==> config.mk <==
export PLATFORM = sky130hd
export DESIGN_NAME = aref_sched_flat
export DESIGN_NICKNAME = d
export VERILOG_FILES = /design/src/rtl/aref_sched_if.sv /design/src/rtl/aref_sched.sv /design/src/flat_wrapper.sv
export SDC_FILE = /design/constraint.sdc
export NUM_CORES = 1
export LEC_CHECK = 0
export BUFFER_PORTS_ARGS = -buffer_cell sky130_fd_sc_hd__buf_2
export CAP_MARGIN = 20
export CORE_MARGIN = 3
export CORE_UTILIZATION = 40
export CTS_CLUSTER_SIZE = 25
export DETAILED_ROUTE_END_ITERATION = 12
export PLACE_DENSITY = 0.6
export SYNTH_ARGS = -nofsm -noshare
export SYNTH_HDL_FRONTEND = slang
export SYNTH_SLANG_ARGS = --single-unit
==> constraint.sdc <==
create_clock -name ck -period 3.9 [get_ports ck]
set_clock_uncertainty 0.15 [all_clocks]
set_input_delay 0.975 -clock ck [delete_from_list [all_inputs] [get_ports ck]]
set_output_delay 0.975 -clock ck [all_outputs]
set_load 0.02 [all_outputs]
==> src/rtl/aref_sched_if.sv <==
// Refresh-scheduler bus: arbiter handshake and the DDR2 command pins the scheduler drives
// while it owns the bus.
interface aref_sched_if #(
  parameter int RANKS     = 1,
  parameter int ADDR_BITS = 13,
  parameter int BA_BITS   = 3
);
  logic                 aref_gnt;
  logic                 aref_req;
  logic                 aref_urgent;
  logic                 aref_busy;
  logic                 aref_end;
  logic [RANKS-1:0]     aref_cs_n;
  logic                 aref_ras_n;
  logic                 aref_cas_n;
  logic                 aref_we_n;
  logic [BA_BITS-1:0]   aref_ba;
  logic [ADDR_BITS-1:0] aref_addr;

  modport master (
    input  aref_gnt,
    output aref_req, aref_urgent, aref_busy, aref_end,
    output aref_cs_n, aref_ras_n, aref_cas_n, aref_we_n, aref_ba, aref_addr
  );

  modport slave (
    output aref_gnt,
    input  aref_req, aref_urgent, aref_busy, aref_end,
    input  aref_cs_n, aref_ras_n, aref_cas_n, aref_we_n, aref_ba, aref_addr
  );
endinterface

==> src/rtl/aref_sched.sv <==
// DDR2 auto-refresh scheduler: tracks owed refreshes against tREFI and, once granted,
// issues PRE-all followed by back-to-back AREFs until the debt is flushed.
module aref_sched #(
  parameter int TREFI_CYC    = 1560,
  parameter int TRP_CYC      = 3,
  parameter int TRFC_CYC     = 26,
  parameter int MAX_POSTPONE = 8,
  parameter int RANKS        = 1,
  parameter int ADDR_BITS    = 13,
  parameter int BA_BITS      = 3
) (
  input  logic         ck,
  input  logic         rst_n,
  input  logic         init_end,
  aref_sched_if.master bus,
  output logic [3:0]   debt,
  output logic         ovf_err
);
  localparam int CW   = $clog2(TREFI_CYC + 1);
  localparam int TMAX = (TRP_CYC > TRFC_CYC) ? TRP_CYC : TRFC_CYC;
  localparam int TW   = $clog2(TMAX + 1);
  localparam logic [3:0] DEBT_MAX = 4'(MAX_POSTPONE);

  localparam logic [2:0] ST_IDLE     = 3'd0;
  localparam logic [2:0] ST_PRE      = 3'd1;
  localparam logic [2:0] ST_WAIT_RP  = 3'd2;
  localparam logic [2:0] ST_AREF     = 3'd3;
  localparam logic [2:0] ST_WAIT_RFC = 3'd4;

  logic [CW-1:0]        cnt_r, cnt_nx_s;
  logic                 expire_s;
  logic [2:0]           state_r, state_nx_s;
  logic [TW-1:0]        tmr_r, tmr_nx_s;
  logic [3:0]           debt_r, debt_nx_s;
  logic                 ovf_r, ovf_nx_s;
  logic                 end_nx_s, cont_s, issue_s;
  logic [ADDR_BITS-1:0] addr_nx_s;

  // Interval counter and its wrap (expiry) pulse.
  always_comb begin
    expire_s = init_end && (cnt_r == CW'(TREFI_CYC - 1));
    if (!init_end || expire_s) begin
      cnt_nx_s = '0;
    end else begin
      cnt_nx_s = cnt_r + CW'(1);
    end
  end

  // Sequencer next state; the final tRFC cycle is where we choose between another AREF and ending.
  always_comb begin
    state_nx_s = state_r;
    tmr_nx_s   = tmr_r;
    end_nx_s   = 1'b0;
    cont_s     = (debt_r != 4'd0) || expire_s;
    case (state_r)
      ST_IDLE: begin
        if ((debt_r != 4'd0) && bus.aref_gnt) begin
          state_nx_s = ST_PRE;
        end else begin
          state_nx_s = ST_IDLE;
        end
      end
      ST_PRE: begin
        if (TRP_CYC <= 1) begin
          state_nx_s = ST_AREF;
        end else begin
          state_nx_s = ST_WAIT_RP;
          tmr_nx_s   = TW'(TRP_CYC - 1);
        end
      end
      ST_WAIT_RP: begin
        if (tmr_r <= TW'(1)) begin
          state_nx_s = ST_AREF;
        end else begin
          tmr_nx_s = tmr_r - TW'(1);
        end
      end
      ST_AREF: begin
        if (TRFC_CYC <= 1) begin
          if (cont_s) begin
            state_nx_s = ST_AREF;
          end else begin
            state_nx_s = ST_IDLE;
            end_nx_s   = 1'b1;
          end
        end else if (TRFC_CYC == 2) begin
          if (cont_s) begin
            state_nx_s = ST_WAIT_RFC;
            tmr_nx_s   = TW'(1);
          end else begin
            state_nx_s = ST_IDLE;
            end_nx_s   = 1'b1;
          end
        end else begin
          state_nx_s = ST_WAIT_RFC;
          tmr_nx_s   = TW'(TRFC_CYC - 1);
        end
      end
      ST_WAIT_RFC: begin
        if (tmr_r <= TW'(1)) begin
          state_nx_s = ST_AREF;
        end else if (tmr_r == TW'(2)) begin
          if (cont_s) begin
            tmr_nx_s = TW'(1);
          end else begin
            state_nx_s = ST_IDLE;
            end_nx_s   = 1'b1;
          end
        end else begin
          tmr_nx_s = tmr_r - TW'(1);
        end
      end
      default: begin
        state_nx_s = ST_IDLE;
        tmr_nx_s   = '0;
      end
    endcase
  end

  // Debt bookkeeping: expiry adds, an issued AREF subtracts, saturation flags overflow.
  always_comb begin
    issue_s   = (state_nx_s == ST_AREF);
    debt_nx_s = debt_r;
    ovf_nx_s  = ovf_r;
    case ({expire_s, issue_s})
      2'b10: begin
        if (debt_r == DEBT_MAX) begin
          ovf_nx_s = 1'b1;
        end else begin
          debt_nx_s = debt_r + 4'd1;
        end
      end
      2'b01:   debt_nx_s = debt_r - 4'd1;
      default: debt_nx_s = debt_r;
    endcase
    addr_nx_s     = '0;
    addr_nx_s[10] = (state_nx_s == ST_PRE);
  end

  // State, counters and registered outputs, all decoded from next state.
  always_ff @(posedge ck or negedge rst_n) begin
    if (!rst_n) begin
      cnt_r           <= '0;
      state_r         <= ST_IDLE;
      tmr_r           <= '0;
      debt_r          <= 4'd0;
      ovf_r           <= 1'b0;
      bus.aref_req    <= 1'b0;
      bus.aref_urgent <= 1'b0;
      bus.aref_busy   <= 1'b0;
      bus.aref_end    <= 1'b0;
      bus.aref_cs_n   <= '0;
      bus.aref_ras_n  <= 1'b1;
      bus.aref_cas_n  <= 1'b1;
      bus.aref_we_n   <= 1'b1;
      bus.aref_ba     <= '0;
      bus.aref_addr   <= '0;
    end else begin
      cnt_r           <= cnt_nx_s;
      state_r         <= state_nx_s;
      tmr_r           <= tmr_nx_s;
      debt_r          <= debt_nx_s;
      ovf_r           <= ovf_nx_s;
      bus.aref_req    <= (debt_nx_s != 4'd0);
      bus.aref_urgent <= (debt_nx_s == DEBT_MAX);
      bus.aref_busy   <= (state_nx_s != ST_IDLE);
      bus.aref_end    <= end_nx_s;
      bus.aref_cs_n   <= '0;
      bus.aref_ras_n  <= !((state_nx_s == ST_PRE) || (state_nx_s == ST_AREF));
      bus.aref_cas_n  <= (state_nx_s != ST_AREF);
      bus.aref_we_n   <= (state_nx_s != ST_PRE);
      bus.aref_ba     <= '0;
      bus.aref_addr   <= addr_nx_s;
    end
  end

  assign debt    = debt_r;
  assign ovf_err = ovf_r;
endmodule

==> src/flat_wrapper.sv <==
// flat-port wrapper written by rule: the top's interface ports become plain ports
module aref_sched_flat 
#(
  parameter int TREFI_CYC    = 1560,
  parameter int TRP_CYC      = 3,
  parameter int TRFC_CYC     = 26,
  parameter int MAX_POSTPONE = 8,
  parameter int RANKS        = 1,
  parameter int ADDR_BITS    = 13,
  parameter int BA_BITS      = 3
)
  (ck, rst_n, init_end, debt, ovf_err, bus_aref_gnt, bus_aref_req, bus_aref_urgent, bus_aref_busy, bus_aref_end, bus_aref_cs_n, bus_aref_ras_n, bus_aref_cas_n, bus_aref_we_n, bus_aref_ba, bus_aref_addr);
  aref_sched_if #(.RANKS(RANKS), .ADDR_BITS(ADDR_BITS), .BA_BITS(BA_BITS)) bus_i ();
  input  logic ck;
  input  logic rst_n;
  input  logic init_end;
  output logic [3:0] debt;
  output logic ovf_err;
  input wire logic [$bits(bus_i.aref_gnt)-1:0] bus_aref_gnt;
  output wire logic [$bits(bus_i.aref_req)-1:0] bus_aref_req;
  output wire logic [$bits(bus_i.aref_urgent)-1:0] bus_aref_urgent;
  output wire logic [$bits(bus_i.aref_busy)-1:0] bus_aref_busy;
  output wire logic [$bits(bus_i.aref_end)-1:0] bus_aref_end;
  output wire logic [$bits(bus_i.aref_cs_n)-1:0] bus_aref_cs_n;
  output wire logic [$bits(bus_i.aref_ras_n)-1:0] bus_aref_ras_n;
  output wire logic [$bits(bus_i.aref_cas_n)-1:0] bus_aref_cas_n;
  output wire logic [$bits(bus_i.aref_we_n)-1:0] bus_aref_we_n;
  output wire logic [$bits(bus_i.aref_ba)-1:0] bus_aref_ba;
  output wire logic [$bits(bus_i.aref_addr)-1:0] bus_aref_addr;
  assign bus_i.aref_gnt = bus_aref_gnt;
  assign bus_aref_req = bus_i.aref_req;
  assign bus_aref_urgent = bus_i.aref_urgent;
  assign bus_aref_busy = bus_i.aref_busy;
  assign bus_aref_end = bus_i.aref_end;
  assign bus_aref_cs_n = bus_i.aref_cs_n;
  assign bus_aref_ras_n = bus_i.aref_ras_n;
  assign bus_aref_cas_n = bus_i.aref_cas_n;
  assign bus_aref_we_n = bus_i.aref_we_n;
  assign bus_aref_ba = bus_i.aref_ba;
  assign bus_aref_addr = bus_i.aref_addr;
  aref_sched #(.TREFI_CYC(TREFI_CYC), .TRP_CYC(TRP_CYC), .TRFC_CYC(TRFC_CYC), .MAX_POSTPONE(MAX_POSTPONE), .RANKS(RANKS), .ADDR_BITS(ADDR_BITS), .BA_BITS(BA_BITS)) u_core (.ck(ck), .rst_n(rst_n), .init_end(init_end), .bus(bus_i), .debt(debt), .ovf_err(ovf_err));
endmodule
* Word-level counts from Yosys, hierarchy flattened *
Index checks and enable logic that the tools add are counted.

storage, ports and cells
  memory bits (writable) = 0
  latch bits = 0
  output and inout bits = 29
  bits in read-only memories = 0
  memories kept = 0
  register bits after elaboration = 32
  logic and storage cells = 67
  input bits = 4

cells by class
  multiply operators = 0
  div/mod/pow operators = 0
  $lt $le $gt $ge = 1
  equal/unequal tests = 17
  shift-type cells = 0
  bitwise logic cells = 1
  muxes and demuxes = 18
  reduce and logical (&&, ||, !) cells = 13
  add/sub/neg operators = 4

operators by type and width
  operator                 number
  $pmux W5 S5              1
  $mux W5                  4
  $pmux W3 S5              1
  $mux W3                  4
  $add A11 B1 Y11 const B  1
  $eq A11 B11 Y1 const B   1
  $mux W11                 1
  $eq A3 B2 Y1 const B     3
  $eq A4 B4 Y1 const B     2
  $pmux W4 S2              1
  $reduce_bool A4 Y1       2
  $eq A3 B1 Y1 const B     2
  $ne A3 B2 Y1 const B     2
  $eq A5 B2 Y1 const B     1
  $le A5 B1 Y1 const B     1
  $mux W1                  5
  $sub A5 B1 Y5 const B    1
  $add A4 B1 Y4 const B    1
  $mux W4                  1
  $ne A2 B2 Y1 const B     2
  $reduce_and A4 Y1        1
  $sub A4 B1 Y4 const B    1
  $eq A3 B3 Y1 const B     1
  $logic_not A3 Y1         1
  9 further kinds          13

* Depth between registers and ports, before layout *
Gate-level depths: netlist (run 1).

  depth after elaboration = 11
  depth in mapped cells = 11
  gate-level depth less buffers = 11

* Worst setup path after synthesis (run 1) *
Ideal clock, no wire load.

  path kind = input-to-reg
  start = in init_end
  end = reg u_core.bus.aref_urgent
  arrival time = 2.279 ns
  path buffers = 1
  slack = 1.405 ns
  stages on the path = 8
  setup time = 0.066 ns
  required time = 3.684 ns
  path through = nand4_1 ha_1 clkbuf_1 nor3b_1 o21ai_0 nand3_1 nor3_1 and2_1

between the ends
  cells in the longest elaborated chain, start to end = 10
  elaborated cells between the ends (all ways) = 11
  those cells by class = eq/ne (4); mux (5); reduce/logical (2)

ends and longest elaborated chain
  element                                              RTL line             text
  start, declared                                      flat_wrapper.sv:16   input logic init_end;
  $logic_and A1 B1 Y1 *                                aref_sched.sv:41     expire_s = init_end && (cnt_r == CW'(TREFI_CYC - 1));
  $logic_or A1 B1 Y1                                   aref_sched.sv:54     cont_s = (debt_r != 4'd0) || expire_s;
  $mux W3                                              aref_sched.sv:103    if (cont_s) begin
  $mux W3                                              aref_sched.sv:102    end else if (tmr_r == TW'(2)) begin
  $mux W3                                              aref_sched.sv:100    if (tmr_r <= TW'(1)) begin
  $pmux W3 S5                                          aref_sched.sv:55     case (state_r)
  $eq A3 B2 Y1                                         aref_sched.sv:122    issue_s = (state_nx_s == ST_AREF);
  $eq A2 B1 Y1 / $eq A2 B2 Y1 (equally long branches)  aref_sched.sv:125    case ({expire_s, issue_s})
  $pmux W4 S2 *                                        aref_sched.sv:125
  via u_core.debt_nx_s[2]                              aref_sched.sv:34     logic [3:0] debt_r, debt_nx_s;
  $eq A4 B4 Y1 *                                       aref_sched.sv:165    bus.aref_urgent <= (debt_nx_s == DEBT_MAX);
  end signal, assigned                                 aref_sched.sv:165
  end, declared                                        aref_sched_if.sv:22  output aref_req, aref_urgent, aref_busy, aref_end,

Mark *: on every way through the listed nets, which the timed path passes. The rest lies on a longest branch.
A chain may end at the register's enable or synchronous reset.

* Final worst setup path (run 1) *
  start = reg u_core.cnt_r[0]
  end = reg u_core.bus.aref_urgent

between the ends
  cells in the longest elaborated chain, start to end = 11
  elaborated cells between the ends (all ways) = 12
  those cells by class = eq/ne (5); mux (5); reduce/logical (2)

ends and longest elaborated chain
  element                                              RTL line           text
  start, declared                                      aref_sched.sv:30   logic [CW-1:0] cnt_r, cnt_nx_s;
  start signal, assigned                               aref_sched.sv:159  cnt_r <= cnt_nx_s;
  $eq A11 B11 Y1 *                                     aref_sched.sv:41
  $logic_and A1 B1 Y1 *                                aref_sched.sv:41
  $logic_or A1 B1 Y1                                   aref_sched.sv:54
  $mux W3                                              aref_sched.sv:103
  $mux W3                                              aref_sched.sv:102
  $mux W3                                              aref_sched.sv:100
  $pmux W3 S5                                          aref_sched.sv:55
  $eq A3 B2 Y1                                         aref_sched.sv:122
  $eq A2 B1 Y1 / $eq A2 B2 Y1 (equally long branches)  aref_sched.sv:125
  $pmux W4 S2 *                                        aref_sched.sv:125
  via u_core.debt_nx_s[2]                              aref_sched.sv:34
  $eq A4 B4 Y1 *                                       aref_sched.sv:165

Marked as above.

==> flow_summary.yaml, run 1 <==
global_route:
  overflow: 0
  met3_usage: 0.0320
  grt_usage: 0.132
  grt_max_degree: 33
  busiest_layer: "met2"
  grt_pass1_vias: 1212
  grtUsageMet2: 0.193
  grt_first_pass_wirelength_um: 5650
  use_met1: 0.191
  antenna_found_initial: 0
clock_tree:
  post_cts_resized: 0
  clock_path_buffers: 2
  cts_setup_buffers: 0
  insertion_delay_ns: 0.28
  path_clk_slew_ns: 0.07
  cts_buffers: 5
  ctsHoldBuffers: 0
  clock-sinks: 32
  cts_tree: "yes"
  cts_root_buf: "clkbuf_8"
  htreeDepth: 2
critical_path:
  cpPeakStageDelay_ns: 0.49
  worst_path_most_repeated_cell: "ha_1"
  reg2reg_from: "u_core.cnt_r[0]"
  r2r_cells: 9
  critPathKind: "flip-flop to flip-flop"
  cp.arrival_ns: 2.84
  critPathMaxFanout: 9
  r2r_slack_ns: 1.13
  start_kind: "flip-flop"
  crit_buf_inv: 0
  worstPathRequired_ns: 3.96
  slowest_stage: "ha_1"
  crit_path_end_kind: "flip-flop"
  critPathTopFamily: "simple AND/OR/NAND/NOR gates"
  path_cells: "ha_1 -> nor4bb_1 -> nand4_1 -> ha_1 -> nor3b_1 -> o21ai_0 -> nand3_1 -> nor3_1 -> and2_1"
  rr_endpoint: "u_core.bus.aref_urgent"
place:
  numPortBuffers: 16
  placed_area_mm2: 0.00195
  dp_hpwl_um: 2440
  pre_cts_slack_ns: 1.14
  gp_congestion: 0.812
  place_inst: 256
yosys:
  netlist_area_mm2: 0.00189
  synthDominantCellAreaShare: 0.383
  synth_compound_area_frac: 0.113
  synth_top_family_by_area: "simple AND/OR/NAND/NOR gates"
  yosysTopAreaCell: "dfrtp_1"
  synth.distinct_cells: 45
  syn_area_per_cell_um2: 9.71
  yosys.area_share.simple: 0.202
  synth.top_cells.by_area: "dfrtp_1 (38%), buf_4 (6.3%), ha_1 (5.9%), dfstp_2 (4.2%), nor2_1 (4.0%)"
  synth_edf_count: 0
  synth_xor_area_frac: 0.0555
  ys_seq_area_frac: 0.425
  yosys_warnings: 0
  netlist_instances: 195
  ys_ff_latch: 32
  synth_ff_type: "dfrtp_1"
  synth_mux_area_frac: 0.0449
  synth_common_cells: "dfrtp_1 (29), nor2_1 (20), buf_4 (16), nand3_1 (12), nand2_1 (11)"
  synth_most_common_cell: "dfrtp_1"
  synthAdderAreaFrac: 0.0595
  ys_async_sr_fraction: 1.00
drt:
  wl_per_cell_um: 12.6
  vias: 1283
  drt_wl_total_um: 3340
  viasPerCell: 4.86
  drc: 0
  drtAntennaViolNets: 0
  firstDrtPassIters: 4
  drt_iter0_markers: 57
final_layout:
  n_fill_cell: 447
  final_area_mm2: 0.00206
  fin_nets: 224
  multi_input_area_um2: 960
  final_layout_size_suffix_gt1_frac: 0.156
  register_area_um2: 805
  syn_to_final_growth_pct: 8.72
  fin_cells: 264
  diodes: 0
timing:
  hold_violations: 0
  timing.final.ws_setup_ns: 1.13
  max_clock_freq_mhz: 360
  fin_crit_ns: 2.77
  worst_pin_slew_ns: 0.701
  drv_slew: 0
  finalCritPeriodShare: 0.711
  setup_violations: 0
  whs_ns: 0.321
  setup_tns_ns: 0
  slew_headroom: 0.533
  rsz0062_at_grt: "no"
hold_path:
  min_to: "u_core.ovf_err"
  hp-start: "u_core.ovf_err"
  hold_class: "flip-flop to flip-flop"
  whs_path_depth: 1
outcome:
  status: "finished clean"
floorplanning:
  fp-row-count: 24
  fp.dieH_um: 74.8
  start_util: 0.423
  io_pins: 33
  die_x_um: 74.8
  coreArea_mm2: 0.00447
  die_area_mm2: 0.00559
power_and_ir_drop:
  powerDensity_mw_per_mm2: 327
  p_leak_nw: 0.975
  max-vdd-ir-drop_mv: 0.172
run:
  maxCapViolCount: 0
==> worst reg2reg max path, delay by kind of cell (launching register included) <==
family	cells	cell delay (ns)
adder cells (fa/ha/maj)	2	0.71
AND/OR/NAND/NOR	6	1.28
AO/OA/AOI/OAI	1	0.18
flip-flops	1	0.39
==> per-layer routing <==
metal | vias to the layer above | wire (um)
li1 | 665 | -
met5 | - | 0
met3 | 2 | 128
met2 | 23 | 1480
met4 | 0 | 17
met1 | 593 | 1700
==> sequential cells by signal (all words and copies together) (netlist names) <==
register / count
u_core.bus.aref_we_n: 1
u_core.ovf_err: 1
u_core.bus.aref_end: 1
u_core.bus.aref_cas_n: 1
u_core.debt: 4
u_core.tmr_r: 5
u_core.bus.aref_urgent: 1
u_core.bus.aref_ras_n: 1
u_core.cnt_r: 11
u_core.state_r: 3
u_core.bus.aref_req: 1
u_core.bus.aref_busy: 1
u_core.bus.aref_addr: 1
==> report_power, final <==
part | switching, mW | leakage (nW) | internal [mW] | total [mW]
sequential | 0.00270 | 0.434 | 0.335 | 0.337
clock | 0.120 | 0.0552 | 0.189 | 0.309
combinational | 0.0234 | 0.485 | 0.00393 | 0.0274
==> per-stage QoR <==
step	power, mW	util
global placement	0.371	0.436
CTS	0.681	0.460
detailed placement	0.371	0.436
finish	0.674	0.460
floorplan	0.373	-
global route	0.701	0.460
==> area by class of cell <==
type / count / area share
well taps: 52 / 0.0316
clock inverters: 2 / 0.0170
clock buffers: 6 / 0.0353
inverters: 11 / 0.0201
repair buffers: 16 / 0.0389
multi-input cells: 145 / 0.466
flip-flops and latches: 32 / 0.391
==> cells by family (layout without fill, tap and decap cells) <==
group	count (synthesis)	count (layout)
AND/OR/NAND/NOR	72	72
buffers and inverters	33	35
flip-flops	32	32
AO/OA/AOI/OAI	29	29
XOR/XNOR	12	12
adder cells (fa/ha/maj)	9	9
multiplexers	7	7
other	1	16
==> worst max-delay path by stage <==
| stage | to | from | slack (ns) | cells after the start |
|---|---|---|---|---|
| floorplan | u_core.bus.aref_urgent | init_end | 1.41 | 8 |
| global placement | u_core.bus.aref_urgent | u_core.cnt_r[0] | 1.14 | 9 |
| detailed placement | u_core.bus.aref_urgent | u_core.cnt_r[0] | 1.14 | 9 |
| CTS | u_core.bus.aref_urgent | u_core.cnt_r[0] | 1.11 | 9 |
| global route | u_core.bus.aref_urgent | u_core.cnt_r[0] | 0.84 | 9 |
| finish | u_core.bus.aref_urgent | u_core.cnt_r[0] | 1.13 | 9 |
==> placed cells by master (no fill, tap or decap), types with 2 or more instances in the layout <==
cell type  instances
a211oi_1           4
a21oi_1            6
a31oi_1            2
and2_1             3
and3_1             4
buf_2             16
clkbuf_8           5
conb_1            16
dfrtp_1           29
dfstp_2            3
ha_1               9
inv_1             10
mux2_4             3
mux2i_1            4
nand2_1           11
nand2b_1           5
nand3_1           12
nand4_1            3
nor2_1            20
nor2b_1            3
nor3_1             2
nor3b_1            3
o21ai_0            3
o21ai_1            2
o21bai_1           2
xnor2_1            8
xor2_1             4
Note: power is estimated with default switching activity, not from simulation.
==> run 2: changes to the inputs <==
- PLACE_DENSITY: 0.6 -> 0.63
- clock period: 3.9 -> 2.37 ns (I/O delays scaled with it)
==> flow_summary.yaml, run 2 (synthesis results as in run 1) <==
outcome:
  status: "finished clean"
critical_path:
  startpoint: "u_core.cnt_r[7]"
  reg2reg_from: "u_core.cnt_r[7]"
  r2r_slack_ns: 0.002
  cp.arrival_ns: 2.39
  crit_path_end_kind: "flip-flop"
  r2r_cells: 10
  critPathKind: "flip-flop to flip-flop"
  critPathMaxFanout: 7
  rr_endpoint: "u_core.bus.aref_urgent"
  start_kind: "flip-flop"
  worstPathRequired_ns: 2.40
power_and_ir_drop:
  power_frac_comb: 0.050
  clock_power_share: 0.459
  switching_share: 0.222
  p_leak_nw: 1.22
  max-vdd-ir-drop_mv: 0.255
  pwr-share-seq: 0.491
  powerDensity_mw_per_mm2: 454
  p_switching_uw: 250
  intPower_uw: 876
place:
  dp_hpwl_um: 2740
  numPortBuffers: 16
  gp_congestion: 0.784
global_route:
  grtUsageMet2: 0.225
  grt_first_pass_wirelength_um: 6150
  met3_usage: 0.0360
  antenna_found_initial: 0
  use_met1: 0.192
  grt_max_degree: 33
  overflow: 0
  grt_pass1_vias: 1408
  busiest_layer: "met2"
  grt_usage: 0.143
drt:
  viasPerCell: 4.79
  drt_iter0_markers: 71
  drc: 0
  wl_per_cell_um: 12.4
  drtAntennaViolNets: 0
  vias: 1470
  firstDrtPassIters: 4
  drt_wl_total_um: 3820
clock_tree:
  cts_root_buf: "clkbuf_8"
  cts_tree: "yes"
  htreeDepth: 2
  insertion_delay_ns: 0.29
  cts_buffers: 5
  clock_path_buffers: 2
  clock-sinks: 32
  ctsHoldBuffers: 0
  path_clk_slew_ns: 0.07
floorplanning:
  die_area_mm2: 0.00559
  start_util: 0.423
  die_x_um: 74.8
  io_pins: 33
  fp.dieH_um: 74.8
  fp-row-count: 24
  coreArea_mm2: 0.00447
timing:
  slew_headroom: 0.541
  fin_crit_ns: 2.37
  hold_violations: 0
  worst_pin_slew_ns: 0.689
  max_clock_freq_mhz: 422
  rsz0062_at_grt: "yes"
  finalCritPeriodShare: 0.999
  whs_ns: 0.193
  drv_slew: 0
  setup_violations: 0
final_layout:
  final_cell_mix: "buf_4 (38), dfrtp_1 (29), nor2_1 (19)"
  regMostFlops: "u_core.cnt_r"
  mostFrequentLayoutCell: "buf_4"
  diodes: 0
  final_layout_size_suffix_gt1_frac: 0.345
  syn_to_final_growth_pct: 31.0
  fin_nets: 267
  largest_reg_flops: 11
  final_util: 0.554
hold_path:
  hold_class: "input port to asynchronous set/reset pin"
run:
  maxCapViolCount: 0
==> run 2: how the worst max path moves through the flow <==
stage,cells after the start,to,slack [ns]
2_1_floorplan,9,u_core.bus.aref_urgent,-0.02
3_3_place_gp,9,u_core.bus.aref_urgent,-0.16
3_5_place_dp,9,u_core.bus.aref_urgent,-0.10
4_1_cts,10,u_core.bus.aref_urgent,0.005
5_1_grt,9,u_core.bus.aref_urgent,-0.16
6_report,10,u_core.bus.aref_urgent,0.002
==> run 2: critical path: stages (launching register included) <==
cell	delay, ns
dfrtp_1	0.40
nor4b_2	0.30
buf_4	0.16
nand4_1	0.18
ha_4	0.34
buf_6	0.13
a211oi_2	0.18
nand3_1	0.11
nand3_2	0.10
nor3_2	0.05
and2_1	0.17
==> run 2: layer usage <==
layer / wire length (um) / vias to the layer above
met2: 1760 / 22
li1: - / 752
met4: 42 / 0
met5: 0 / -
met3: 125 / 5
met1: 1900 / 691
==> run 2: what timing repair did <==
action                     4_1_cts  5_1_grt
buffers inserted                 1        4
resized for setup                6       14
setup endpoints to repair        2        8
pin swaps                        4        7
==> run 2: area by class of cell <==
cell class	instances	area, um2
repair buffers	59	422
flip-flops and latches	32	805
clock buffers	6	72.6
well taps	52	65.1
clock inverters	2	35.0
fillers	383	1990
inverters	11	41.3
multi-input cells	145	1040
==> run 2: power groups by stage <==
stage / logic, mW / clock network [mW] / registers, mW
after floorplan: 0.0507 / 0 / 0.564
after global placement: 0.0551 / 0 / 0.563
after detailed placement: 0.0546 / 0 / 0.563
after CTS: 0.0556 / 0.526 / 0.553
after global routing: 0.0622 / 0.541 / 0.553
final: 0.0558 / 0.517 / 0.553
==> run 2: through the flow <==
step	setup TNS, ns	cells	area [um2]	power (mW)	worst slack [ns]
final	0	307	2480	1.13	0.00246
after global routing	-0.595	307	2480	1.16	-0.158
after CTS	0	303	2390	1.13	0.00517
after detailed placement	-0.190	294	2240	0.617	-0.102
after global placement	-0.313	294	2240	0.618	-0.159
after floorplan	-0.0158	210	1960	0.615	-0.0158
